==> config.mk <==
export PLATFORM = sky130hd
export DESIGN_NAME = csr_exec_flat
export DESIGN_NICKNAME = d
export VERILOG_FILES = /design/src/rtl/csr_exec_if.sv /design/src/rtl/csr_exec.sv /design/src/flat_wrapper.sv
export SDC_FILE = /design/constraint.sdc
export NUM_CORES = 1
export LEC_CHECK = 0
export CORE_UTILIZATION = 30
export CTS_BUF_LIST = sky130_fd_sc_hd__clkbuf_4 sky130_fd_sc_hd__clkbuf_8
export DETAILED_ROUTE_END_ITERATION = 10
export GPL_ROUTABILITY_DRIVEN = 0
export PLACE_DENSITY = 0.6
export REMOVE_ABC_BUFFERS = 1
export SLEW_MARGIN = 40
export SYNTH_ARGS = -nofsm -noshare
export SYNTH_HDL_FRONTEND = slang
export SYNTH_SLANG_ARGS = --single-unit
==> constraint.sdc <==
create_clock -name clk -period 11.54 [get_ports clk]
set_input_delay 1.731 -clock clk [delete_from_list [all_inputs] [get_ports clk]]
set_output_delay 1.731 -clock clk [all_outputs]
set_load 0.01 [all_outputs]
==> src/rtl/csr_exec_if.sv <==
// -----------------------------------------------------------------------------
// csr_exec_if -- bundle of the instruction-side handshake, the CSR register
// file bus and the result channel of csr_exec.
//
//   Instruction side : i_valid, o_ready, i_funct3, i_csr_addr, i_rs1_data,
//                      i_rs1_idx (also zimm), i_rd_idx
//   CSR file side    : csr_re, csr_we, csr_addr, csr_funct3, csr_wdata,
//                      csr_rdata
//   Result side      : o_valid, o_rd_idx, o_rd_data, o_illegal
//
// slave  : the csr_exec block itself.
// master : whatever surrounds it (pipeline + register file, or a testbench).
// -----------------------------------------------------------------------------
interface csr_exec_if;
  logic        i_valid;
  logic        o_ready;
  logic [2:0]  i_funct3;
  logic [11:0] i_csr_addr;
  logic [31:0] i_rs1_data;
  logic [4:0]  i_rs1_idx;
  logic [4:0]  i_rd_idx;

  logic        csr_re;
  logic        csr_we;
  logic [11:0] csr_addr;
  logic [3:0]  csr_funct3;
  logic [31:0] csr_wdata;
  logic [31:0] csr_rdata;

  logic        o_valid;
  logic [4:0]  o_rd_idx;
  logic [31:0] o_rd_data;
  logic        o_illegal;

  modport slave (
    input  i_valid, i_funct3, i_csr_addr, i_rs1_data, i_rs1_idx, i_rd_idx,
    input  csr_rdata,
    output o_ready,
    output csr_re, csr_we, csr_addr, csr_funct3, csr_wdata,
    output o_valid, o_rd_idx, o_rd_data, o_illegal
  );

  modport master (
    output i_valid, i_funct3, i_csr_addr, i_rs1_data, i_rs1_idx, i_rd_idx,
    output csr_rdata,
    input  o_ready,
    input  csr_re, csr_we, csr_addr, csr_funct3, csr_wdata,
    input  o_valid, o_rd_idx, o_rd_data, o_illegal
  );
endinterface

==> src/rtl/csr_exec.sv <==
// -----------------------------------------------------------------------------
// csr_exec -- executes one decoded Zicsr instruction at a time.
//
// A legal instruction is run as a read-modify-write sequence against an
// external CSR register file: one read strobe, CSR_LAT cycles of waiting for
// read data, one (possibly suppressed) write strobe carrying the operand and
// funct3, then a one-cycle result pulse carrying the old CSR value for rd.
// Illegal encodings or unknown CSR addresses skip the bus entirely and produce
// a result pulse with o_illegal set on the next cycle.
//
// Ports:
//   clk  rising-edge clock
//   rst  asynchronous active-high reset; aborts any in-flight instruction
//   bus  csr_exec_if.slave (instruction handshake, CSR bus, result channel)
//
// Parameter:
//   CSR_LAT  cycles from csr_re to valid csr_rdata, 1..4
// -----------------------------------------------------------------------------
module csr_exec #(
  parameter int unsigned CSR_LAT = 1
) (
  input  logic        clk,
  input  logic        rst,
  csr_exec_if.slave   bus
);

  typedef enum logic [2:0] {
    IDLE  = 3'd0,
    READ  = 3'd1,
    WAIT  = 3'd2,
    WRITE = 3'd3,
    DONE  = 3'd4
  } state_t;

  // WAIT counts down from CSR_LAT-1 to 0; read data is sampled on the 0 cycle.
  localparam logic [1:0] WAIT_INIT = 2'(CSR_LAT - 1);

  state_t      r_state;
  logic [1:0]  r_wait_cnt;
  logic [31:0] r_operand;
  logic [4:0]  r_rd_idx;
  logic        r_do_write;
  logic [31:0] r_rdata;

  logic        r_ready;
  logic        r_csr_re;
  logic        r_csr_we;
  logic [11:0] r_csr_addr;
  logic [3:0]  r_csr_funct3;
  logic [31:0] r_csr_wdata;
  logic        r_valid;
  logic [4:0]  r_out_rd_idx;
  logic [31:0] r_out_rd_data;
  logic        r_out_illegal;

  logic        w_addr_legal;
  logic        w_funct3_legal;
  logic        w_legal;
  logic [31:0] w_operand;
  logic        w_do_write;

  // Implemented machine-mode and supervisor-mode CSRs plus cycle counter.
  always_comb begin
    // NOTE: default first so that every path assigns the signal; a missing
    // assignment in some branch would otherwise infer a latch.
    w_addr_legal = 1'b0;
    case (bus.i_csr_addr)
      12'h305, 12'h302, 12'h303, 12'h304,
      12'h344, 12'h341, 12'h342, 12'h343,
      12'hB00,
      12'h141, 12'h142, 12'h143, 12'h180, 12'h140: w_addr_legal = 1'b1;
      default: w_addr_legal = 1'b0;
    endcase
  end

  // funct3 x00 is not a CSR operation (000 = ECALL/EBREAK space, 100 reserved).
  assign w_funct3_legal = (bus.i_funct3[1:0] != 2'b00);
  assign w_legal        = w_funct3_legal && w_addr_legal;

  // funct3[2] selects the immediate forms, where the rs1 field is zimm.
  assign w_operand = bus.i_funct3[2] ? {27'b0, bus.i_rs1_idx} : bus.i_rs1_data;

  // Set/clear with rs1=x0 (or zimm=0) must not write, so that reading a CSR
  // with side effects on write stays side-effect free; swap always writes.
  assign w_do_write = (bus.i_funct3[1:0] == 2'b01) || (bus.i_rs1_idx != 5'd0);

  // All outputs are registered: each transition loads the output values that
  // belong to the state being entered.
  always_ff @(posedge clk or posedge rst) begin
    if (rst) begin
      r_state       <= IDLE;
      r_wait_cnt    <= 2'd0;
      r_operand     <= 32'd0;
      r_rd_idx      <= 5'd0;
      r_do_write    <= 1'b0;
      r_rdata       <= 32'd0;
      r_ready       <= 1'b0;
      r_csr_re      <= 1'b0;
      r_csr_we      <= 1'b0;
      r_csr_addr    <= 12'd0;
      r_csr_funct3  <= 4'd0;
      r_csr_wdata   <= 32'd0;
      r_valid       <= 1'b0;
      r_out_rd_idx  <= 5'd0;
      r_out_rd_data <= 32'd0;
      r_out_illegal <= 1'b0;
    end else begin
      // NOTE: non-blocking assignments throughout: every register here sees
      // the pre-edge value of every other, regardless of statement order.
      case (r_state)
        IDLE: begin
          if (!r_ready) begin
            // First cycle out of reset: advertise readiness before accepting.
            r_ready <= 1'b1;
          end else if (bus.i_valid) begin
            r_ready    <= 1'b0;
            r_operand  <= w_operand;
            r_rd_idx   <= bus.i_rd_idx;
            r_do_write <= w_do_write;
            if (w_legal) begin
              r_state      <= READ;
              r_csr_re     <= 1'b1;
              r_csr_addr   <= bus.i_csr_addr;
              r_csr_funct3 <= {1'b0, bus.i_funct3};
            end else begin
              r_state       <= DONE;
              r_valid       <= 1'b1;
              r_out_illegal <= 1'b1;
              r_out_rd_idx  <= bus.i_rd_idx;
              r_out_rd_data <= 32'd0;
            end
          end
        end

        READ: begin
          r_csr_re   <= 1'b0;
          r_wait_cnt <= WAIT_INIT;
          r_state    <= WAIT;
        end

        WAIT: begin
          if (r_wait_cnt == 2'd0) begin
            r_rdata     <= bus.csr_rdata;
            r_csr_we    <= r_do_write;
            r_csr_wdata <= r_operand;
            r_state     <= WRITE;
          end else begin
            r_wait_cnt <= r_wait_cnt - 2'd1;
          end
        end

        WRITE: begin
          r_csr_we      <= 1'b0;
          r_csr_wdata   <= 32'd0;
          r_csr_addr    <= 12'd0;
          r_csr_funct3  <= 4'd0;
          r_valid       <= 1'b1;
          r_out_rd_idx  <= r_rd_idx;
          r_out_rd_data <= r_rdata;
          r_out_illegal <= 1'b0;
          r_state       <= DONE;
        end

        DONE: begin
          r_valid       <= 1'b0;
          r_out_rd_idx  <= 5'd0;
          r_out_rd_data <= 32'd0;
          r_out_illegal <= 1'b0;
          r_ready       <= 1'b1;
          r_state       <= IDLE;
        end

        default: begin
          r_ready <= 1'b0;
          r_state <= IDLE;
        end
      endcase
    end
  end

  assign bus.o_ready    = r_ready;
  assign bus.csr_re     = r_csr_re;
  assign bus.csr_we     = r_csr_we;
  assign bus.csr_addr   = r_csr_addr;
  assign bus.csr_funct3 = r_csr_funct3;
  assign bus.csr_wdata  = r_csr_wdata;
  assign bus.o_valid    = r_valid;
  assign bus.o_rd_idx   = r_out_rd_idx;
  assign bus.o_rd_data  = r_out_rd_data;
  assign bus.o_illegal  = r_out_illegal;

endmodule

==> src/flat_wrapper.sv <==
// flat-port wrapper written by rule: the top's interface ports become plain ports
module csr_exec_flat 
#(
  parameter int unsigned CSR_LAT = 1
)
  (clk, rst, bus_i_valid, bus_i_funct3, bus_i_csr_addr, bus_i_rs1_data, bus_i_rs1_idx, bus_i_rd_idx, bus_csr_rdata, bus_o_ready, bus_csr_re, bus_csr_we, bus_csr_addr, bus_csr_funct3, bus_csr_wdata, bus_o_valid, bus_o_rd_idx, bus_o_rd_data, bus_o_illegal);
  csr_exec_if bus_i ();
  input  logic clk;
  input  logic rst;
  input wire logic [$bits(bus_i.i_valid)-1:0] bus_i_valid;
  input wire logic [$bits(bus_i.i_funct3)-1:0] bus_i_funct3;
  input wire logic [$bits(bus_i.i_csr_addr)-1:0] bus_i_csr_addr;
  input wire logic [$bits(bus_i.i_rs1_data)-1:0] bus_i_rs1_data;
  input wire logic [$bits(bus_i.i_rs1_idx)-1:0] bus_i_rs1_idx;
  input wire logic [$bits(bus_i.i_rd_idx)-1:0] bus_i_rd_idx;
  input wire logic [$bits(bus_i.csr_rdata)-1:0] bus_csr_rdata;
  output wire logic [$bits(bus_i.o_ready)-1:0] bus_o_ready;
  output wire logic [$bits(bus_i.csr_re)-1:0] bus_csr_re;
  output wire logic [$bits(bus_i.csr_we)-1:0] bus_csr_we;
  output wire logic [$bits(bus_i.csr_addr)-1:0] bus_csr_addr;
  output wire logic [$bits(bus_i.csr_funct3)-1:0] bus_csr_funct3;
  output wire logic [$bits(bus_i.csr_wdata)-1:0] bus_csr_wdata;
  output wire logic [$bits(bus_i.o_valid)-1:0] bus_o_valid;
  output wire logic [$bits(bus_i.o_rd_idx)-1:0] bus_o_rd_idx;
  output wire logic [$bits(bus_i.o_rd_data)-1:0] bus_o_rd_data;
  output wire logic [$bits(bus_i.o_illegal)-1:0] bus_o_illegal;
  assign bus_i.i_valid = bus_i_valid;
  assign bus_i.i_funct3 = bus_i_funct3;
  assign bus_i.i_csr_addr = bus_i_csr_addr;
  assign bus_i.i_rs1_data = bus_i_rs1_data;
  assign bus_i.i_rs1_idx = bus_i_rs1_idx;
  assign bus_i.i_rd_idx = bus_i_rd_idx;
  assign bus_i.csr_rdata = bus_csr_rdata;
  assign bus_o_ready = bus_i.o_ready;
  assign bus_csr_re = bus_i.csr_re;
  assign bus_csr_we = bus_i.csr_we;
  assign bus_csr_addr = bus_i.csr_addr;
  assign bus_csr_funct3 = bus_i.csr_funct3;
  assign bus_csr_wdata = bus_i.csr_wdata;
  assign bus_o_valid = bus_i.o_valid;
  assign bus_o_rd_idx = bus_i.o_rd_idx;
  assign bus_o_rd_data = bus_i.o_rd_data;
  assign bus_o_illegal = bus_i.o_illegal;
  csr_exec #(.CSR_LAT(CSR_LAT)) u_core (.clk(clk), .rst(rst), .bus(bus_i));
endmodule
==> results.json, run 1 <==
{
  "cts_buffer_depth": 2,
  "rsz0062_at_grt": "no",
  "clockPowerShare_pct": 18.3,
  "setup-violations-final": 0,
  "dr.pass1.iters": 5,
  "slew_violations": 0,
  "combPwrFrac_pct": 38.2,
  "synth.area.top_cells": "dfrtp_1, a22o_1, mux2_2, o21ai_0, nand2_1",
  "dr.first_iter.drc_count": 166,
  "die_w_um": 150,
  "synth_cell_types": 41,
  "tritoncts": "yes",
  "initial_utilization_pct": 30.8,
  "fin_cells": 980,
  "critPathLaunchType": "primary input",
  "synthArstFlopShare_pct": 100,
  "internal_power_mw": 1.51,
  "place_inst": 948,
  "postCtsHoldBufs": 0,
  "skew_ps": 18.3,
  "slew_headroom_pct": 50.6,
  "postPlaceCellArea_um2": 8570,
  "crit_type": "in2reg",
  "numCtsBuffers": 17,
  "grt_usage_pct": 14.7,
  "clock_sinks": 164,
  "final_util_pct": 42.3,
  "num_rows": 53,
  "area_growth_pct": 37.2,
  "avgSynthCellArea_um2": 12.5,
  "synth_ff_type": "dfrtp_1",
  "coreArea_um2": 21200,
  "synth_edf_count": 0,
  "vias": 4704,
  "yosysSeqAreaShare_pct": 62.7,
  "power_per_cell_area_nw_per_um2": 254,
  "cp_max_fo": 37,
  "ff_latch_area_um2": 4100,
  "clk_latency_ps": 440,
  "holdWs_ps": 488,
  "gr-total-overflow": 0,
  "cp.arrival_ps": 4140,
  "grt_pass1_vias": 4831,
  "grt_max_degree": 111,
  "ctsResizeCount": 0,
  "hold_start": "u_core.r_operand[20]",
  "cts_max_level": 4,
  "grt_first_pass_wirelength_um": 25600,
  "cts-root-buf": "clkbuf_8",
  "min_period_over_period_pct": 33.1,
  "ant_nets": 0,
  "io_buffers": 180,
  "fin_crit_ps": 3810,
  "hpwl_um": 10300,
  "p_switching_mw": 0.765,
  "max_slew.worst_pin.slew_ps": 740,
  "outcome": "complete, no violations",
  "finalSetupTns_ps": 0,
  "path_cells": "clkdlybuf4s50_1 -> or4b_1 -> o32a_1 -> o311ai_2 -> a32o_1 -> buf_4 -> mux2_1",
  "cts_setup_buffers": 0,
  "die_h_um": 150,
  "cap_viol_max_count": 0,
  "synth_area_leader_cell": "dfrtp_1",
  "p_sw_share_pct": 33.6,
  "drive_gt1_share_pct": 12.1,
  "drc": 0,
  "fin_area_um2": 8970,
  "crit-reg2reg-launch": "u_core.r_state[1]",
  "peakVddDrop_uv": 85.0,
  "ioPinCount": 182,
  "power_leakage_nw": 4.03,
  "final_nets": 785,
  "multi_input_area_um2": 2200,
  "cp_slowest_cell": "or4b_1",
  "critPathRequiredTime_ps": 11860,
  "fmax_mhz": 262,
  "clkTransAtPathRegs_ps": 90,
  "netlist_area_um2": 6540,
  "synth_cells": 524,
  "synth_top_area_share_pct": 62.7,
  "yosysWarningCount": 0,
  "synth_commonest_cells": "dfrtp_1, a22o_1, nand2_1, o21ai_0, mux2_2",
  "startpoint": "bus_i_csr_addr[7]",
  "hold_viol": 0,
  "wl_um": 15800,
  "hold_path.class": "reg2reg",
  "seqPwrFrac_pct": 43.5,
  "antenna_found_initial": 0,
  "die_area_um2": 22400,
  "antenna_cells": 0,
  "endpoint_kind": "register",
  "synth-seq-cells": 164,
  "yosysMostFrequentCell": "dfrtp_1",
  "slowest_delay_ps": 550,
  "via_per_inst": 4.80,
  "wl_per_cell_um": 16.1,
  "fillers": 2059
}
-- cell type report --
cell class | count | share of cell area, %
clock inverter | 12 | 1.45
tap | 275 | 3.83
inverter | 20 | 0.976
multi-input combinational | 303 | 24.5
timing repair buffer | 186 | 20.6
sequential | 164 | 45.7
clock buffer | 20 | 2.93
-- routing by layer --
metal / routed length (um) / track usage, % / share of wire (%)
met4: 221 / 5.15 / 1.4
met5: 0 / 0 / 0
met2: 7620 / 24.1 / 48
met1: 7140 / 19.2 / 45
met3: 773 / 3.23 / 4.9
-- worst max-delay path: cells and delay by family --
| family | cells | cell delay, ps |
|---|---|---|
| AO/OA/AOI/OAI | 3 | 600 |
| multiplexers | 1 | 360 |
| AND/OR/NAND/NOR | 1 | 550 |
| buffers and inverters | 2 | 880 |
-- power by group through the flow --
stage          Sequential [mW]  Clock, mW  Combinational (mW)
3_5_place_dp              1.00          0               0.881
5_1_grt                   1.02      0.461               0.952
6_report                 0.990      0.415               0.870
3_3_place_gp             0.990          0               0.861
2_1_floorplan             1.02          0               0.414
4_1_cts                  0.992      0.434               0.883
-- through the flow --
step                setup WS [ps]  total power [mW]
floorplan                    5380              1.43
global placement             7230              1.85
detailed placement           7280              1.88
CTS                          7770              2.31
global route                 7620              2.44
finish                       7730              2.28
-- sequential cells by signal (all words and copies together), names as in the netlist, 2 cells and up --
name / cells
u_core.r_rdata: 32
u_core.bus.csr_wdata: 32
u_core.bus.csr_funct3: 3
u_core.r_state: 3
u_core.r_rd_idx: 5
u_core.r_operand: 32
u_core.bus.csr_addr: 12
u_core.r_wait_cnt: 2
u_core.bus.o_rd_data: 32
u_core.bus.o_rd_idx: 5
-- placed cells by master, fill, tap and decap left out, types with 2 or more instances in the layout --
master,Yosys,routed
clkbuf_8,0,18
nor3_1,2,2
a22o_1,69,69
o211ai_1,2,2
clkinvlp_4,0,2
clkdlybuf4s50_1,0,179
mux2_2,37,37
mux2_1,5,5
a21oi_1,8,8
buf_4,2,5
nand2b_1,29,29
clkinv_4,0,3
nand2_1,49,49
nand3_2,1,2
and2_1,2,2
o21ai_0,38,38
a311oi_1,4,4
nor2b_1,4,3
mux2i_1,15,15
clkinv_2,0,4
inv_1,20,19
nor2_1,13,12
clkbuf_4,0,2
dfrtp_1,164,164
and3_1,5,4
bufinv_16,0,2
-- final timing paths --
check | end | slack (ps) | depth (start not counted)
worst min-delay path | u_core.r_operand[20] | 490 | 2
min in group asynchronous | u_core.r_operand[12] | 1730 | 2
worst max register to register | u_core.bus.o_rd_idx[0] | 8840 | 5
worst min register to register | u_core.r_operand[20] | 490 | 2
max in group asynchronous | u_core.bus.csr_wdata[29] | 8700 | 3
worst max-delay path | u_core.bus.o_rd_idx[0] | 7730 | 7
-- logic make-up (layout without fill, tap and decap cells) --
kind of cell	count (synthesis)	count (layout)	share of synthesized area, %
simple gates	112	112	8.49
other cells	1	1	0.0573
compound gates	131	131	15.0
flops	164	164	62.7
mux	57	57	9.52
fa+ha+maj	1	1	0.191
buf+inv	57	238	3.88
xor+xnor	1	1	0.134
No activity file was read; power rests on OpenSTA's default activity.
==> run 2, diff against run 1 <==
==> constraint.sdc (replaced) <==
create_clock -name clk -period 3.8 [get_ports clk]
set_input_delay 0.57 -clock clk [delete_from_list [all_inputs] [get_ports clk]]
set_output_delay 0.57 -clock clk [all_outputs]
set_load 0.01 [all_outputs]
==> results.json, run 2 (synthesized netlist as in run 1, its figures left out) <==
{
  "critPathLaunchType": "primary input",
  "critPathRequiredTime_ps": 4180,
  "cts-root-buf": "clkbuf_8",
  "numCtsBuffers": 17,
  "cap_viol_max_count": 0,
  "wl_um": 16100,
  "dr.first_iter.drc_count": 185,
  "setup-violations-final": 0,
  "skew_ps": 14.9,
  "path_cells": "clkdlybuf4s50_1 -> or3b_1 -> o32a_1 -> o311ai_2 -> a32o_1 -> buf_4 -> a22o_1",
  "final_nets": 790,
  "max_slew.worst_pin.slew_ps": 731,
  "clkTransAtPathRegs_ps": 90,
  "die_h_um": 150,
  "cp_num_cells": 7,
  "crit_end": "u_core.bus.o_rd_data[31]",
  "holdWs_ps": 485,
  "die_w_um": 150,
  "cts_buffer_depth": 2,
  "fin_cells": 985,
  "r2r_cells": 6,
  "initial_utilization_pct": 30.8,
  "finalSetupTns_ps": 0,
  "area_growth_pct": 38.1,
  "coreArea_um2": 21200,
  "fillers": 1995,
  "path_buf_inv": 2,
  "die_area_um2": 22400,
  "grt_usage_pct": 15.2,
  "hold_path.class": "reg2reg",
  "cts_max_level": 4,
  "final_util_pct": 42.6,
  "clk_latency_ps": 440,
  "slew_violations": 0,
  "ioPinCount": 182,
  "grt_pass1_vias": 4968,
  "tritoncts": "yes",
  "crit-reg2reg-launch": "u_core.r_state[1]",
  "clock_sinks": 164,
  "ant_nets": 0,
  "drive_gt1_share_pct": 12.4,
  "grt_first_pass_wirelength_um": 26400,
  "crit_family": "compound AO/OA/AOI/OAI gates",
  "drc": 0,
  "ctsResizeCount": 0,
  "fin_crit_ps": 2630,
  "slowest_delay_ps": 460,
  "cts_setup_buffers": 0,
  "postCtsHoldBufs": 0,
  "mostFrequentLayoutCell": "clkdlybuf4s50_1",
  "holdPathStages": 2,
  "endpoint_kind": "register",
  "slew_headroom_pct": 51.2,
  "cp_max_fo": 32,
  "wl_per_cell_um": 16.4,
  "final_cell_mix": "clkdlybuf4s50_1, dfrtp_1, a22o_1",
  "gr-total-overflow": 0,
  "vias": 4663,
  "hpwl_um": 10600,
  "reg2reg_slack_ps": 1410,
  "antenna_found_initial": 0,
  "rsz0062_at_grt": "no",
  "antenna_cells": 0,
  "power_per_cell_area_nw_per_um2": 773,
  "io_buffers": 180,
  "peakVddDrop_uv": 225,
  "cp_slowest_cell": "clkdlybuf4s50_1",
  "min_period_over_period_pct": 69.3,
  "fmax_mhz": 380,
  "via_per_inst": 4.73,
  "reg2reg_to": "u_core.bus.o_rd_data[31]",
  "grt_max_degree": 75,
  "cp.arrival_ps": 3010,
  "power_leakage_nw": 4.06,
  "place_inst": 953,
  "dr.pass1.iters": 4,
  "num_rows": 53,
  "crit_type": "in2reg",
  "hold_start": "u_core.r_operand[2]",
  "startpoint": "bus_i_csr_addr[1]",
  "outcome": "complete, no violations",
  "hold_viol": 0
}
run 2: stage by stage:
step / power (mW) / setup slack [ps] / cell area [um2]
2_1_floorplan: 4.36 / -1200 / 6360
3_3_place_gp: 5.64 / 814 / 8620
3_5_place_dp: 5.74 / 729 / 8620
4_1_cts: 7.08 / 1210 / 9030
5_1_grt: 7.48 / 1100 / 9030
6_report: 6.98 / 1170 / 9030
run 2: worst min-delay path by stage:
stage	endpoint	slack [ps]
final	u_core.r_operand[2]	490
after global routing	u_core.bus.o_rd_data[9]	510
after CTS	u_core.r_operand[17]	490
after detailed placement	u_core.r_operand[7]	470
after global placement	u_core.r_operand[25]	460
after floorplan	u_core.r_do_write	450
run 2: report_power, final:
part	switching (mW)	internal, mW
clock network	0.693	0.620
registers	0.493	2.52
logic	1.19	1.46
total	2.38	4.61
run 2: area by class of cell:
| type | count | area, um2 | area share, % |
|---|---|---|---|
| sequential | 164 | 4100 | 45.4 |
| multi-input combinational | 303 | 2200 | 24.3 |
| timing repair buffer | 191 | 1900 | 21.0 |
| tap | 275 | 344 | 3.81 |
| clock buffer | 18 | 248 | 2.74 |
| clock inverter | 14 | 163 | 1.80 |
| inverter | 20 | 80.1 | 0.886 |
run 2: tightest hold or removal path: stages, from the launching register on:
cell and delay (ps):
dfrtp_1 350, nand2_1 40, o21ai_0 60
run 2: routing by layer:
layer / routed length (um) / GRT usage [%] / vias to the layer above
met4: 201 / 4.90 / 0
met2: 7860 / 25.1 / 136
met1: 7310 / 19.7 / 2315
li1: - / - / 2197
met5: 0 / 0 / -
met3: 733 / 3.45 / 15
